## config.mk

```make
export PLATFORM = sky130hd
export DESIGN_NAME = sam_ctl_gen2
export DESIGN_NICKNAME = d
export VERILOG_FILES = /design/src/rtl/sam_ctl_gen2.sv
export SDC_FILE = /design/constraint.sdc
export NUM_CORES = 1
export LEC_CHECK = 0
export CAP_MARGIN = 15
export CORE_MARGIN = 4
export CORE_UTILIZATION = 25
export CTS_BUF_LIST = sky130_fd_sc_hd__clkbuf_4 sky130_fd_sc_hd__clkbuf_8
export DETAILED_ROUTE_END_ITERATION = 7
export GPL_ROUTABILITY_DRIVEN = 0
export PLACE_DENSITY = 0.41
export SLEW_MARGIN = 20
export SYNTH_ARGS = -nofsm -noshare
export SYNTH_HDL_FRONTEND = slang
export SYNTH_SLANG_ARGS = --single-unit
export TNS_END_PERCENT = 30
```

## constraint.sdc

```tcl
create_clock -name clk -period 2.3 [get_ports clk]
set_clock_uncertainty 0.1 [all_clocks]
set_input_delay 0.345 -clock clk [delete_from_list [all_inputs] [get_ports clk]]
set_output_delay 0.345 -clock clk [all_outputs]
set_load 0.02 [all_outputs]
```

## src/rtl/sam_ctl_gen2.sv

```systemverilog
// sam_ctl_gen2: CoCo SAM clock, control-register and RAM address controller.
// Latency: chip select and z_addr are combinational; control writes land one clk after cycle_end.
// Backpressure: none; the CPU bus is paced by e/q and VDG strobes are consumed every clk.
//
// Ports:
//   clk, reset            system clock, asynchronous active-high reset
//   cpu_addr, cpu_rw      CPU address and R/W (1 = read)
//   vdg_da0/hs_n/fs_n     VDG byte-fetch pulse, horizontal and field sync (active low)
//   e, q, cycle_end       CPU quadrature clocks and last-clk-of-E-period strobe
//   s                     chip select
//   z_addr, vid_phase     RAM address and video-slot flag (high while e is low)
//   mode                  VDG mode bits V[2:0]
//
// Build option: SAM_FASTCLK_EN enables the R1/R0 MPU rate selection. Without it
// every E period is SLOW_DIV clks and R1/R0 are stored but have no effect.
module sam_ctl_gen2 #(
  parameter int SLOW_DIV = 16,
  parameter int FAST_DIV = 8,
  parameter int OFFSET_W = 7
) (
  input  logic        clk,
  input  logic        reset,
  input  logic [15:0] cpu_addr,
  input  logic        cpu_rw,
  input  logic        vdg_da0,
  input  logic        vdg_hs_n,
  input  logic        vdg_fs_n,
  output logic        e,
  output logic        q,
  output logic        cycle_end,
  output logic [2:0]  s,
  output logic [15:0] z_addr,
  output logic        vid_phase,
  output logic [2:0]  mode
);

  localparam int PW = $clog2((SLOW_DIV > FAST_DIV) ? SLOW_DIV : FAST_DIV);

  localparam logic [PW-1:0] S_LAST = PW'(SLOW_DIV - 1);
  localparam logic [PW-1:0] S_HALF = PW'(SLOW_DIV / 2);
  localparam logic [PW-1:0] S_Q1   = PW'(SLOW_DIV / 4);
  localparam logic [PW-1:0] S_Q3   = PW'(3 * SLOW_DIV / 4);
  localparam logic [PW-1:0] F_LAST = PW'(FAST_DIV - 1);
  localparam logic [PW-1:0] F_HALF = PW'(FAST_DIV / 2);
  localparam logic [PW-1:0] F_Q1   = PW'(FAST_DIV / 4);
  localparam logic [PW-1:0] F_Q3   = PW'(3 * FAST_DIV / 4);

  // Control bank, index order {TY,M1,M0,R1,R0,P,F6..F0,V2..V0}.
  logic [15:0]         ctrl;
  logic [2:0]          v;
  logic [OFFSET_W-1:0] f;
  logic                p;
  logic [1:0]          r;
  logic [1:0]          m;
  logic                ty;

  assign v  = ctrl[2:0];
  assign f  = ctrl[3 +: OFFSET_W];
  assign p  = ctrl[10];
  assign r  = ctrl[12:11];
  assign m  = ctrl[14:13];
  assign ty = ctrl[15];

  // Clock generator state: position within the E period and the rate of the
  // current period (latched only at cycle_end so a period is never cut short).
  logic [PW-1:0] phase;
  logic          fast;
  logic          next_fast;

  always_comb begin
    e         = 1'b0;
    q         = 1'b0;
    cycle_end = 1'b0;
    if (fast) begin
      e         = (phase >= F_HALF);
      q         = (phase >= F_Q1) && (phase < F_Q3);
      cycle_end = (phase == F_LAST);
    end else begin
      e         = (phase >= S_HALF);
      q         = (phase >= S_Q1) && (phase < S_Q3);
      cycle_end = (phase == S_LAST);
    end
  end

  // Chip select decode.
  always_comb begin
    s = 3'd0;
    if (!cpu_addr[15]) begin
      s = 3'd0;
    end else if (cpu_addr[15:13] == 3'b100) begin
      s = 3'd1;
    end else if (cpu_addr[15:13] == 3'b101) begin
      s = 3'd2;
    end else if (cpu_addr[15:8] != 8'hFF) begin
      s = 3'd3;
    end else begin
      case (cpu_addr[7:5])
        3'b000:  s = 3'd4;
        3'b001:  s = 3'd5;
        3'b110,
        3'b111:  s = 3'd6;
        default: s = 3'd7;
      endcase
    end
  end

`ifdef SAM_FASTCLK_EN
  // R=01 is the "address dependent" rate: RAM at s==0 must run slow.
  always_comb begin
    next_fast = 1'b0;
    case (r)
      2'b00:   next_fast = 1'b0;
      2'b01:   next_fast = (s != 3'd0);
      default: next_fast = 1'b1;
    endcase
  end
`else
  logic unused_rate;
  assign unused_rate = ^r;
  assign next_fast   = 1'b0;
`endif

  always_ff @(posedge clk or posedge reset) begin
    if (reset) begin
      phase <= '0;
      fast  <= 1'b0;
    end else if (cycle_end) begin
      phase <= '0;
      fast  <= next_fast;
    end else begin
      phase <= phase + 1'b1;
    end
  end

  // Control bank writes: the address selects the bit, A0 is the value.
  always_ff @(posedge clk or posedge reset) begin
    if (reset) begin
      ctrl <= '0;
    end else if (cycle_end && !cpu_rw && (cpu_addr[15:5] == 11'h7FE)) begin
      ctrl[cpu_addr[4:1]] <= cpu_addr[0];
    end
  end

  // Video address counter.
  logic        fs_q;
  logic        hs_q;
  logic        fs_fall;
  logic        hs_fall;
  logic [15:0] vid_addr;
  logic [15:0] line_start;
  logic [3:0]  row_cnt;
  logic [3:0]  rows_m1;
  logic [15:0] base;

  assign fs_fall = fs_q & ~vdg_fs_n;
  assign hs_fall = hs_q & ~vdg_hs_n;
  assign base    = 16'({f, 9'b0});

  // Rows per character line minus one, by VDG mode.
  always_comb begin
    rows_m1 = 4'd0;
    case (v)
      3'd0:       rows_m1 = 4'd11;
      3'd1, 3'd2: rows_m1 = 4'd2;
      3'd3, 3'd4: rows_m1 = 4'd1;
      default:    rows_m1 = 4'd0;
    endcase
  end

  // Sync inputs idle high, so the edge registers reset high to avoid a
  // spurious falling edge straight out of reset.
  always_ff @(posedge clk or posedge reset) begin
    if (reset) begin
      fs_q <= 1'b1;
      hs_q <= 1'b1;
    end else begin
      fs_q <= vdg_fs_n;
      hs_q <= vdg_hs_n;
    end
  end

  // Priority fs > hs > da0; a lower-priority event in the same clk is lost.
  always_ff @(posedge clk or posedge reset) begin
    if (reset) begin
      vid_addr   <= '0;
      line_start <= '0;
      row_cnt    <= '0;
    end else if (fs_fall) begin
      vid_addr   <= base;
      line_start <= base;
      row_cnt    <= '0;
    end else if (hs_fall) begin
      if (row_cnt == rows_m1) begin
        row_cnt    <= '0;
        line_start <= vid_addr;
      end else begin
        row_cnt  <= row_cnt + 1'b1;
        vid_addr <= line_start;
      end
    end else if (vdg_da0) begin
      vid_addr <= vid_addr + 1'b1;
    end
  end

  // Address translation and RAM bus mux.
  logic [15:0] cpu_z;

  assign cpu_z     = (ty && !m[1]) ? cpu_addr : {p, cpu_addr[14:0]};
  assign vid_phase = ~e;
  assign z_addr    = vid_phase ? vid_addr : cpu_z;
  assign mode      = v;

endmodule

```

==> impl_metrics.tcl <==
set metrics [dict create \
    yosysSeqAreaShare_pct 41.1 \
    rsz0062_at_grt "yes" \
    critPathArrivalTime_ns 2.46 \
    setup_violations 1 \
    synth_top_family_by_area "simple AND/OR/NAND/NOR gates" \
    synth_fa_ha_area_share_pct 2.61 \
    synth.area.mux_share_pct 11.8 \
    r2r_end "vid_addr[2]" \
    cp-end-kind "register" \
    async_flop_share_pct 100 \
    synthTopCellsByArea "dfrtp_1, mux2_2, nand2_1, a21oi_1, o21ai_0" \
    fin_hold_ws_ns 0.290 \
    drt_first_pass_iters 5 \
    post_dp_cell_area_mm2 0.00436 \
    cts_hold_buffers 0 \
    power-per-cell-area_mw_per_mm2 465 \
    hold_violations 0 \
    path_clk_slew_ns 0.11 \
    drive_above_1_share_pct 26.0 \
    synth-compound-area-share_pct 17.9 \
    period_minus_slack_ns 2.30 \
    design_area_mm2 0.00461 \
    drc_errors 0 \
    grtUsageTotal_pct 14.4 \
    post-route-period-util_pct 100 \
    hpwlAfterDp_um 7870 \
    drv_cap 0 \
    critPathLaunchType "register" \
    hp-class "input port to asynchronous set/reset pin" \
    synth_top_area_cell "dfrtp_1" \
    dr.first_iter.drc_count 214 \
    critPathKind "register to register" \
    peakVddDrop_uv 181 \
    syn-cell-area_mm2 0.00336 \
    tightest_slew_ns 1.03 \
    violations "negative setup slack" \
    die_h_um 124 \
    ys_top_cells_by_count "nand2_1, dfrtp_1, nor2_1" \
    clkLatencyLatePin_ns 0.32 \
    synth-seq-cells 55 \
    start_util_pct 25.5 \
    num_antenna_cells 0 \
    clk_root_buffer_cell "clkbuf_8" \
    r2r_cells 8 \
    fin_cells 638 \
    num-fill-cells 1380 \
    ys_warn_count 0 \
    grt_max_degree 56 \
    synth_top_flop_cell "dfrtp_1" \
    startpoint "ctrl[1]" \
    fin_nets 490 \
    synthCells 373 \
    power_leakage_nw 2.23 \
    final_util_pct 35.0 \
    core_mm2 0.0132 \
    dieArea_mm2 0.0153 \
    grt_pass1_wl_um 17100 \
    path_max_fanout 6 \
    num_vias 3146 \
    grt_overflow 0 \
    portBuffers 47 \
    wl_um 10600 \
    r2r_setup_slack_ns -0.002 \
    clkSinkCount 55 \
    max_slew_margin_pct 31.0 \
    setup_slack_ns -0.00163 \
    area_growth_pct 37.4 \
    crit_end "vid_addr[2]" \
    postRouteAntennaNets 0 \
    grt_pass1_vias 3131 \
    dp.cells 626 \
    synth.avg_cell_area_um2 9.00 \
    synth-edff-count 0 \
    cts_tree "yes" \
    synth_nets 402 \
    status "finished, violations left" \
    cts_max_path_buffers 2 \
    antenna_found_initial 0 \
    ys_types 53 \
    worstPathRequired_ns 2.46 \
    slew_viol_final 0 \
    yosys.area_share.simple_pct 21.1 \
    max_freq_mhz 434 \
    rows 42 \
    io_pins 48 \
    cts_made_buffers 5 \
    die_w_um 124 \
    avgViaCountPerCell 4.93 \
    wl_per_cell_um 16.6 \
    synth.most_common_cell "nand2_1" \
    synthXorXnorAreaFrac_pct 1.30 \
    r2r-start "ctrl[1]" \
    totalPowerFinal_w 0.00214 \
    netlist.area_leader.share_pct 39.5 \
    cts_htree_levels 2 \
]
-- report_power, final --
group	switching [W]	total (W)	internal [W]	leakage [nW]
combinational	0.000222	0.000405	0.000182	1.42
clock	0.000359	0.000713	0.000354	0.0612
sequential	0.0000317	0.00103	0.000995	0.746
-- stage by stage --
stage | setup TNS (ns) | setup WS (ns)
after floorplan | 0 | 0.0653
after global placement | -7.08 | -0.419
after detailed placement | -6.80 | -0.437
after CTS | -0.0133 | -0.0133
after global routing | -2.07 | -0.156
final | -0.00163 | -0.00163
-- critical path, cell delays in order (launching register included) --
cell,delay (ns)
dfrtp_1,0.44
and3b_2,0.24
or4_1,0.47
a32oi_4,0.30
buf_6,0.22
buf_6,0.12
mux2i_1,0.17
o211ai_1,0.10
nand2_1,0.08
-- worst min-delay path by stage --
stage                           endpoint  depth (start not counted)
after floorplan                     fs_q                          0
after global placement    line_start[11]                          2
after detailed placement  line_start[11]                          2
after CTS                    vid_addr[4]                          3
after global routing            phase[2]                          3
final                           phase[3]                          3
-- area by class of cell --
type / count / area (um^2) / area share [%]
inverters: 12 / 45.0 / 0.977
clock inverters: 2 / 35.0 / 0.760
well taps: 176 / 220 / 4.77
flip-flops and latches: 55 / 1380 / 29.9
repair buffers: 102 / 918 / 19.9
multi-input cells: 285 / 1930 / 41.9
clock buffers: 6 / 82.6 / 1.79
-- flip-flops by register name, summed over array words and instances, names as in the netlist --
name and flops:
fs_q 1, vid_addr 16, row_cnt 4, phase 4, ctrl 13, line_start 16
hs_q 1
-- kinds of logic (layout without fill, tap and decap cells) --
| group | after synthesis | after routing |
|---|---|---|
| flip-flops | 55 | 55 |
| buffers and inverters | 33 | 122 |
| AO/OA/AOI/OAI | 91 | 91 |
| adder cells (fa/ha/maj) | 7 | 7 |
| AND/OR/NAND/NOR | 146 | 146 |
| multiplexers | 36 | 36 |
| XOR/XNOR | 5 | 5 |
-- cells in the final DEF, fill, tap and decap left out, types with 8 or more instances in the layout --
cell type,count
nand2_1,60
dfrtp_1,52
clkdlybuf4s50_1,25
inv_1,11
nor2_1,26
mux2_2,27
dlygate4sd2_1,13
and3_1,9
dlymetal6s2s_1,8
a21oi_1,27
o21ai_0,24
buf_4,50
-- per-layer routing --
metal	vias up	share of wire, %	global-route usage (%)
li1	1508	-	-
met2	55	49	24.2
met3	12	2.9	2.36
met4	0	1.6	3.53
met1	1571	47	19.4
met5	-	0	0
-- what timing repair did --
| action | 4_1_cts | 5_1_grt |
|---|---|---|
| setup endpoints to repair | 41 | 50 |
| pin swaps | 5 | 1 |
| hold endpoints to repair | 0 | 0 |
| gates resized for setup | 25 | 24 |
| gates cloned | 0 | 0 |
| buffers inserted | 3 | 1 |
(Power assumes the default switching activity.)
